===== config.mk =====
export PLATFORM = sky130hd
export DESIGN_NAME = run_detect_ctrl
export DESIGN_NICKNAME = d
export VERILOG_FILES = /design/src/rtl/run_detect_ctrl.sv
export SDC_FILE = /design/constraint.sdc
export NUM_CORES = 1
export LEC_CHECK = 0
export BUFFER_PORTS_ARGS = -buffer_cell sky130_fd_sc_hd__buf_2
export CAP_MARGIN = 5
export CORE_MARGIN = 3
export CORE_UTILIZATION = 40
export CTS_CLUSTER_SIZE = 24
export DETAILED_ROUTE_END_ITERATION = 10
export HOLD_SLACK_MARGIN = 0.15
export PLACE_DENSITY = 0.68
export SYNTH_ARGS = -nofsm -noshare
export SYNTH_HDL_FRONTEND = slang
export SYNTH_SLANG_ARGS = --single-unit

===== constraint.sdc =====
create_clock -name clk -period 2.4 [get_ports clk]
set_input_delay 0.48 -clock clk [delete_from_list [all_inputs] [get_ports clk]]
set_output_delay 0.48 -clock clk [all_outputs]
set_load 0.02 [all_outputs]

===== src/rtl/run_detect_ctrl.sv =====
// ---------------------------------------------------------------------------
// run_detect_ctrl
//
// Control and reporting wrapper around a serial run-length detector.
// The block watches the serial bit w and tracks the current run of 0s and
// the current run of 1s. When either run reaches the programmed threshold,
// it counts a hit and raises an interrupt. The interrupt stays high until
// the host acknowledges it or an acknowledge timeout expires.
//
// Parameters
//   THR_W   width of the threshold and of both run counters
//   CNT_W   width of the saturating hit counter
//   ACK_TO  cycles spent in REPORT without ack before timing out (>= 1)
//
// Ports
//   clk        rising-edge clock
//   reset      asynchronous, active-low reset
//   w          serial data, sampled on every clock edge
//   start      one-cycle pulse; arms the block and latches thr
//   stop       one-cycle pulse; returns the block to IDLE
//   thr        run length to detect; a value of 0 is treated as 1
//   ack        host acknowledge of irq
//   irq        hit pending (high while in REPORT)
//   hit_level  bit value of the last reported run
//   hit_count  hits since the last start; saturates at all-ones
//   overrun    sticky flag; set by a hit while irq is pending, or by an
//              acknowledge timeout
//   busy       high in every state other than IDLE
// ---------------------------------------------------------------------------
`default_nettype none

module run_detect_ctrl #(
  parameter int THR_W  = 4,
  parameter int CNT_W  = 8,
  parameter int ACK_TO = 16
) (
  input  logic             clk,
  input  logic             reset,
  input  logic             w,
  input  logic             start,
  input  logic             stop,
  input  logic [THR_W-1:0] thr,
  input  logic             ack,
  output logic             irq,
  output logic             hit_level,
  output logic [CNT_W-1:0] hit_count,
  output logic             overrun,
  output logic             busy
);

  // The ack timer only has to reach ACK_TO-1, so $clog2(ACK_TO) bits are
  // enough. One bit is kept as a minimum so that ACK_TO == 1 still builds.
  localparam int               TMR_W    = (ACK_TO > 1) ? $clog2(ACK_TO) : 1;
  localparam logic [TMR_W-1:0] TMR_LAST = TMR_W'(ACK_TO - 1);

  // The encoding is fixed. The unused value 3 is decoded as IDLE.
  localparam logic [1:0] ST_IDLE   = 2'd0;
  localparam logic [1:0] ST_ARMED  = 2'd1;
  localparam logic [1:0] ST_REPORT = 2'd2;

  // Architectural state. Every output below is driven directly by one of
  // these registers.
  logic [1:0]       r_state;
  logic [THR_W-1:0] r_thrQ;
  logic [THR_W-1:0] r_oneRun;
  logic [THR_W-1:0] r_zeroRun;
  logic [TMR_W-1:0] r_timer;
  logic             r_irq;
  logic             r_hitLevel;
  logic [CNT_W-1:0] r_hitCount;
  logic             r_overrun;
  logic             r_busy;

  // Next-state values, plus helper terms for the run counters.
  logic [1:0]       w_stateNxt;
  logic [THR_W-1:0] w_thrQNxt;
  logic [THR_W-1:0] w_oneRunNxt;
  logic [THR_W-1:0] w_zeroRunNxt;
  logic [TMR_W-1:0] w_timerNxt;
  logic             w_hitLevelNxt;
  logic [CNT_W-1:0] w_hitCountNxt;
  logic             w_overrunNxt;
  logic             w_active;
  logic [THR_W-1:0] w_oneStep;
  logic [THR_W-1:0] w_zeroStep;
  logic             w_det;
  logic [CNT_W-1:0] w_hitInc;
  logic [THR_W-1:0] w_thrLoad;

  // Run counters and hit detection. Each counter saturates at the latched
  // threshold. A hit (det) is the single step from thr_q-1 to thr_q, so a
  // run longer than the threshold produces only one hit. A start or stop
  // in the same cycle takes priority over normal operation, which
  // suppresses det.
  always_comb begin
    w_active   = (r_state == ST_ARMED) || (r_state == ST_REPORT);
    w_oneStep  = (r_oneRun  >= r_thrQ) ? r_thrQ : r_oneRun  + 1'b1;
    w_zeroStep = (r_zeroRun >= r_thrQ) ? r_thrQ : r_zeroRun + 1'b1;
    w_det      = 1'b0;
    if (w_active && !stop && !start) begin
      if (w) begin
        w_det = (r_oneRun == (r_thrQ - 1'b1));
      end else begin
        w_det = (r_zeroRun == (r_thrQ - 1'b1));
      end
    end
    w_hitInc  = (&r_hitCount) ? r_hitCount : r_hitCount + 1'b1;
    w_thrLoad = (thr == '0) ? THR_W'(1) : thr;
  end

  // Main control. Priority is stop, then start, then the normal ARMED or
  // REPORT behaviour. While irq is pending, an ack alone releases the
  // interrupt. An ack that coincides with a new hit re-reports that hit
  // instead. A hit without ack is counted but flagged as an overrun.
  always_comb begin
    w_stateNxt    = r_state;
    w_thrQNxt     = r_thrQ;
    w_oneRunNxt   = r_oneRun;
    w_zeroRunNxt  = r_zeroRun;
    w_timerNxt    = r_timer;
    w_hitLevelNxt = r_hitLevel;
    w_hitCountNxt = r_hitCount;
    w_overrunNxt  = r_overrun;

    if (stop) begin
      w_stateNxt   = ST_IDLE;
      w_oneRunNxt  = '0;
      w_zeroRunNxt = '0;
      w_timerNxt   = '0;
    end else if (start) begin
      w_stateNxt    = ST_ARMED;
      w_thrQNxt     = w_thrLoad;
      w_oneRunNxt   = '0;
      w_zeroRunNxt  = '0;
      w_timerNxt    = '0;
      w_hitCountNxt = '0;
      w_overrunNxt  = 1'b0;
    end else begin
      if (w_active) begin
        if (w) begin
          w_oneRunNxt  = w_oneStep;
          w_zeroRunNxt = '0;
        end else begin
          w_zeroRunNxt = w_zeroStep;
          w_oneRunNxt  = '0;
        end
      end
      case (r_state)
        ST_ARMED: begin
          if (w_det) begin
            w_stateNxt    = ST_REPORT;
            w_hitLevelNxt = w;
            w_hitCountNxt = w_hitInc;
            w_timerNxt    = '0;
          end
        end
        ST_REPORT: begin
          if (ack) begin
            if (w_det) begin
              w_hitLevelNxt = w;
              w_hitCountNxt = w_hitInc;
              w_timerNxt    = '0;
            end else begin
              w_stateNxt = ST_ARMED;
              w_timerNxt = '0;
            end
          end else begin
            if (w_det) begin
              w_overrunNxt  = 1'b1;
              w_hitCountNxt = w_hitInc;
            end
            if (r_timer == TMR_LAST) begin
              w_stateNxt   = ST_ARMED;
              w_overrunNxt = 1'b1;
              w_timerNxt   = '0;
            end else begin
              w_timerNxt = r_timer + 1'b1;
            end
          end
        end
        default: begin
          w_stateNxt = ST_IDLE;
        end
      endcase
    end
  end

  // State and output registers. irq and busy are decoded from the next
  // state, so both are registered and line up with the state they describe.
  always_ff @(posedge clk or negedge reset) begin
    if (!reset) begin
      r_state    <= ST_IDLE;
      r_thrQ     <= THR_W'(1);
      r_oneRun   <= '0;
      r_zeroRun  <= '0;
      r_timer    <= '0;
      r_irq      <= 1'b0;
      r_hitLevel <= 1'b0;
      r_hitCount <= '0;
      r_overrun  <= 1'b0;
      r_busy     <= 1'b0;
    end else begin
      r_state    <= w_stateNxt;
      r_thrQ     <= w_thrQNxt;
      r_oneRun   <= w_oneRunNxt;
      r_zeroRun  <= w_zeroRunNxt;
      r_timer    <= w_timerNxt;
      r_irq      <= (w_stateNxt == ST_REPORT);
      r_hitLevel <= w_hitLevelNxt;
      r_hitCount <= w_hitCountNxt;
      r_overrun  <= w_overrunNxt;
      r_busy     <= (w_stateNxt != ST_IDLE);
    end
  end

  assign irq       = r_irq;
  assign hit_level = r_hitLevel;
  assign hit_count = r_hitCount;
  assign overrun   = r_overrun;
  assign busy      = r_busy;

endmodule

`default_nettype wire


==> impl_metrics.py <==
metrics = {
    "clock_network": {
        "cts_max_level": 2,
        "clk_path_buf_depth": 2,
        "clk_pin_slew_ns": 0.06,
        "clockRootBuffer": "clkbuf_8",
        "tritoncts_num_sinks": 30,
        "cts_setup_buffers": 0,
        "numCtsBuffers": 5,
        "cts_hold_buffers": 0,
        "cts_tree": "yes",
        "clock_insertion_delay_worst_skew_ns": 0.29,
        "cts-resized-gates": 0,
    },
    "global_route": {
        "vias_in_the_first_global_route": 1619,
        "pin_count_of_the_biggest_net_entering_global_routing": 31,
        "globalRoute.totalOverflow": 0,
        "grt_first_pass_wirelength_mm": 7.679,
        "initial_antenna_violation_count": 0,
        "global_route.usage.total": 0.1647,
    },
    "timing": {
        "tightestPinTransition_ns": 0.6853,
        "hold-worst-slack_ns": 0.2349,
        "fin_crit_sh": 0.9408,
        "max-slew-margin-rel": 0.5431,
        "maxClockFrequency_ghz": 0.4429,
        "timing.final.crit_period_ns": 2.258,
        "final_max_slew_viol_count": 0,
        "report.final.setup_viol": 0,
        "rsz0062_at_grt": "yes",
        "fin_ws_ns": 0.1421,
        "final-hold-violation-count": 0,
        "timing.clock.skew_ns": 0.004732,
    },
    "placement": {
        "placedCellCount": 300,
        "dp_hpwl_mm": 3.187,
        "globalplace.congestion": 0.8710,
        "dp_slack_ns": 0.1398,
        "i_o_buffers": 21,
    },
    "routing": {
        "drtPass1Iterations": 4,
        "routedWlPerCell_um": 14.53,
        "vias_per_cell": 5.332,
        "drt_drc_violations_left": 0,
        "drt_first_iter_violations": 56,
        "num_vias": 1637,
        "wl_mm": 4.460,
        "antenna_left": 0,
    },
    "logic_synthesis": {
        "most_area_consuming_cells_after_synthesis": "dfrtp_1 36%, ha_1 9.4%, mux2i_1 7.0%, o21ai_0 4.3%, inv_1 3.4%",
        "ys_ff_latch": 30,
        "synth_top_area_frac": 0.3648,
        "count_of_distinct_cell_types_in_the_synthesized_netlist": 44,
        "synthDominantAreaCellType": "dfrtp_1",
        "ys_warn_count": 0,
        "ys_async_sr_fraction": 1.000,
        "synth-seq-area-share": 0.3780,
        "synth_fp_nets": 236,
        "commonest_register_cell_after_synthesis": "dfrtp_1",
        "synthesis.area_per_instance_um2": 9.428,
        "mappedNetlistArea_um2": 1989,
        "postSynthCellCount": 211,
        "synth_edf_count": 0,
    },
    "power_and_ir_drop": {
        "p_per_area_nw_per_um2": 550.4,
        "power.switching_fraction": 0.3162,
        "internal_power_uw": 852.9,
        "power_frac_seq": 0.458,
        "power.total_mw": 1.247,
        "power_frac_clock": 0.312,
        "leakage_nw": 1.110,
        "power.combinational.fraction": 0.230,
        "power.switching_uw": 394.3,
        "ir_drop_v": 0.0003622,
    },
    "cells_and_area": {
        "insertedDiodeCount": 0,
        "areaGrowthSynthToFinish_pct": 13.90,
        "most-common-layout-cells": "29 x dfrtp_1, 21 x buf_2, 18 x inv_1, 18 x nand2_1, 17 x o21ai_0",
        "layout-drive-gt1-share": 0.1750,
        "final_util": 0.4766,
        "layout.cells.most_common": "dfrtp_1",
        "finish.cell_count_without_fillers": 307,
        "num-nets-final": 265,
    },
    "worst_setup_path": {
        "cp_capture_type": "flip-flop",
        "worstPathArrival_ns": 2.43,
        "crit_path_start_kind": "flip-flop",
        "r2r_cells": 8,
        "worst-endpoint-required_ns": 2.57,
        "crit_path_max_fanout": 7,
        "criticalPathCategory": "reg2reg",
    },
    "floorplan": {
        "ios": 22,
        "floorplan.initialDensity": 0.4184,
        "floorplan.die_area_um2": 5856,
        "dieWidth_um": 76.53,
        "number_of_core_rows": 25,
        "dieHeight_um": 76.53,
        "floorplan.core_area_um2": 4755,
    },
    "min_path": {
        "hold_path_class": "in2async",
    },
    "run": {
        "max_cap_viol_count": 0,
    },
    "outcome": {
        "run_status": "finished, final reports clean",
    },
}
-- stage by stage --
stage / instance area, µm² / TNS (ns)
after global routing: 2266 / -0.2565
after floorplan: 1989 / 0
after detailed placement: 2182 / 0
after global placement: 2182 / 0
after CTS: 2258 / 0
final: 2266 / 0
-- kinds of logic (layout without fill, tap and decap cells) --
| family | Yosys count | in the layout | synth area share |
|---|---|---|---|
| compound gates | 58 | 58 | 0.1887 |
| xor+xnor | 6 | 6 | 0.03019 |
| fa+ha+maj | 15 | 15 | 0.09434 |
| buf+inv | 22 | 51 | 0.05094 |
| flops | 30 | 30 | 0.3780 |
| mux | 15 | 15 | 0.07610 |
| simple gates | 65 | 65 | 0.1818 |
-- worst max-delay path, stage by stage (launching register included) --
cell,delay [ns]
dfstp_2,0.60
inv_1,0.07
ha_1,0.20
xnor2_1,0.19
xnor2_1,0.19
nand4_4,0.17
o21ai_0,0.35
a31oi_1,0.14
a22o_1,0.24
-- cell type report --
class	count	area (µm²)
clock buffer	7	76.32
fill	478	2489
inverter	18	67.56
multi-input combinational	159	1144
sequential	30	752.0
tap	67	83.83
timing repair buffer	26	142.6
-- synth_stat cells (3+ instances only) --
library cell and n:
dfrtp_1 29, nor2_1 11, mux2i_1 14, ha_1 15, o21ai_0 17, a21oi_1 12, and3_1 3, nand3_1 4
nand2_1 18, xnor2_1 5, nand2b_1 5, a31oi_1 5, a21o_1 4, o22ai_1 4, nor3_1 4, inv_1 18
nor2b_1 7, a311oi_1 4
-- metal layers --
| metal | up-vias | GRT usage | wire, µm |
|---|---|---|---|
| met5 | - | 0 | 0 |
| met4 | 0 | 0.08333 | 70 |
| met3 | 8 | 0.03428 | 168 |
| met2 | 32 | 0.2680 | 2171 |
| met1 | 778 | 0.2064 | 2049 |
| li1 | 819 | - | - |
-- state kept, by name (all words and copies together) (netlist names) --
| name | cells |
|---|---|
| busy | 1 |
| hit_count | 8 |
| hit_level | 1 |
| irq | 1 |
| overrun | 1 |
| r_oneRun | 4 |
| r_state | 2 |
| r_thrQ | 4 |
| r_timer | 4 |
| r_zeroRun | 4 |
-- path summary, 6_finish.rpt --
path,from,to,slack (ns)
min in group clk,thr[2],r_thrQ[2]$_DFFE_PN0P_,0.42
setup / recovery,r_thrQ[0]$_DFFE_PN1P_,r_timer[2]$_DFFE_PN0P_,0.14
setup reg to reg,r_thrQ[0]$_DFFE_PN1P_,r_timer[2]$_DFFE_PN0P_,0.14
hold / removal,reset,r_zeroRun[2]$_DFFE_PN0P_,0.23
hold reg to reg,overrun$_DFFE_PN0P_,overrun$_DFFE_PN0P_,0.53
max in group asynchronous,reset,hit_level$_DFFE_PN0P_,1.73
-- power by group through the flow --
stage               logic (mW)  registers, mW  clock network, mW
finish                   0.287          0.571              0.390
global route             0.320          0.577              0.419
CTS                      0.288          0.572              0.401
detailed placement       0.286          0.581                  0
global placement         0.282          0.579                  0
floorplan                0.188          0.591                  0
(Power assumes the default switching activity.)
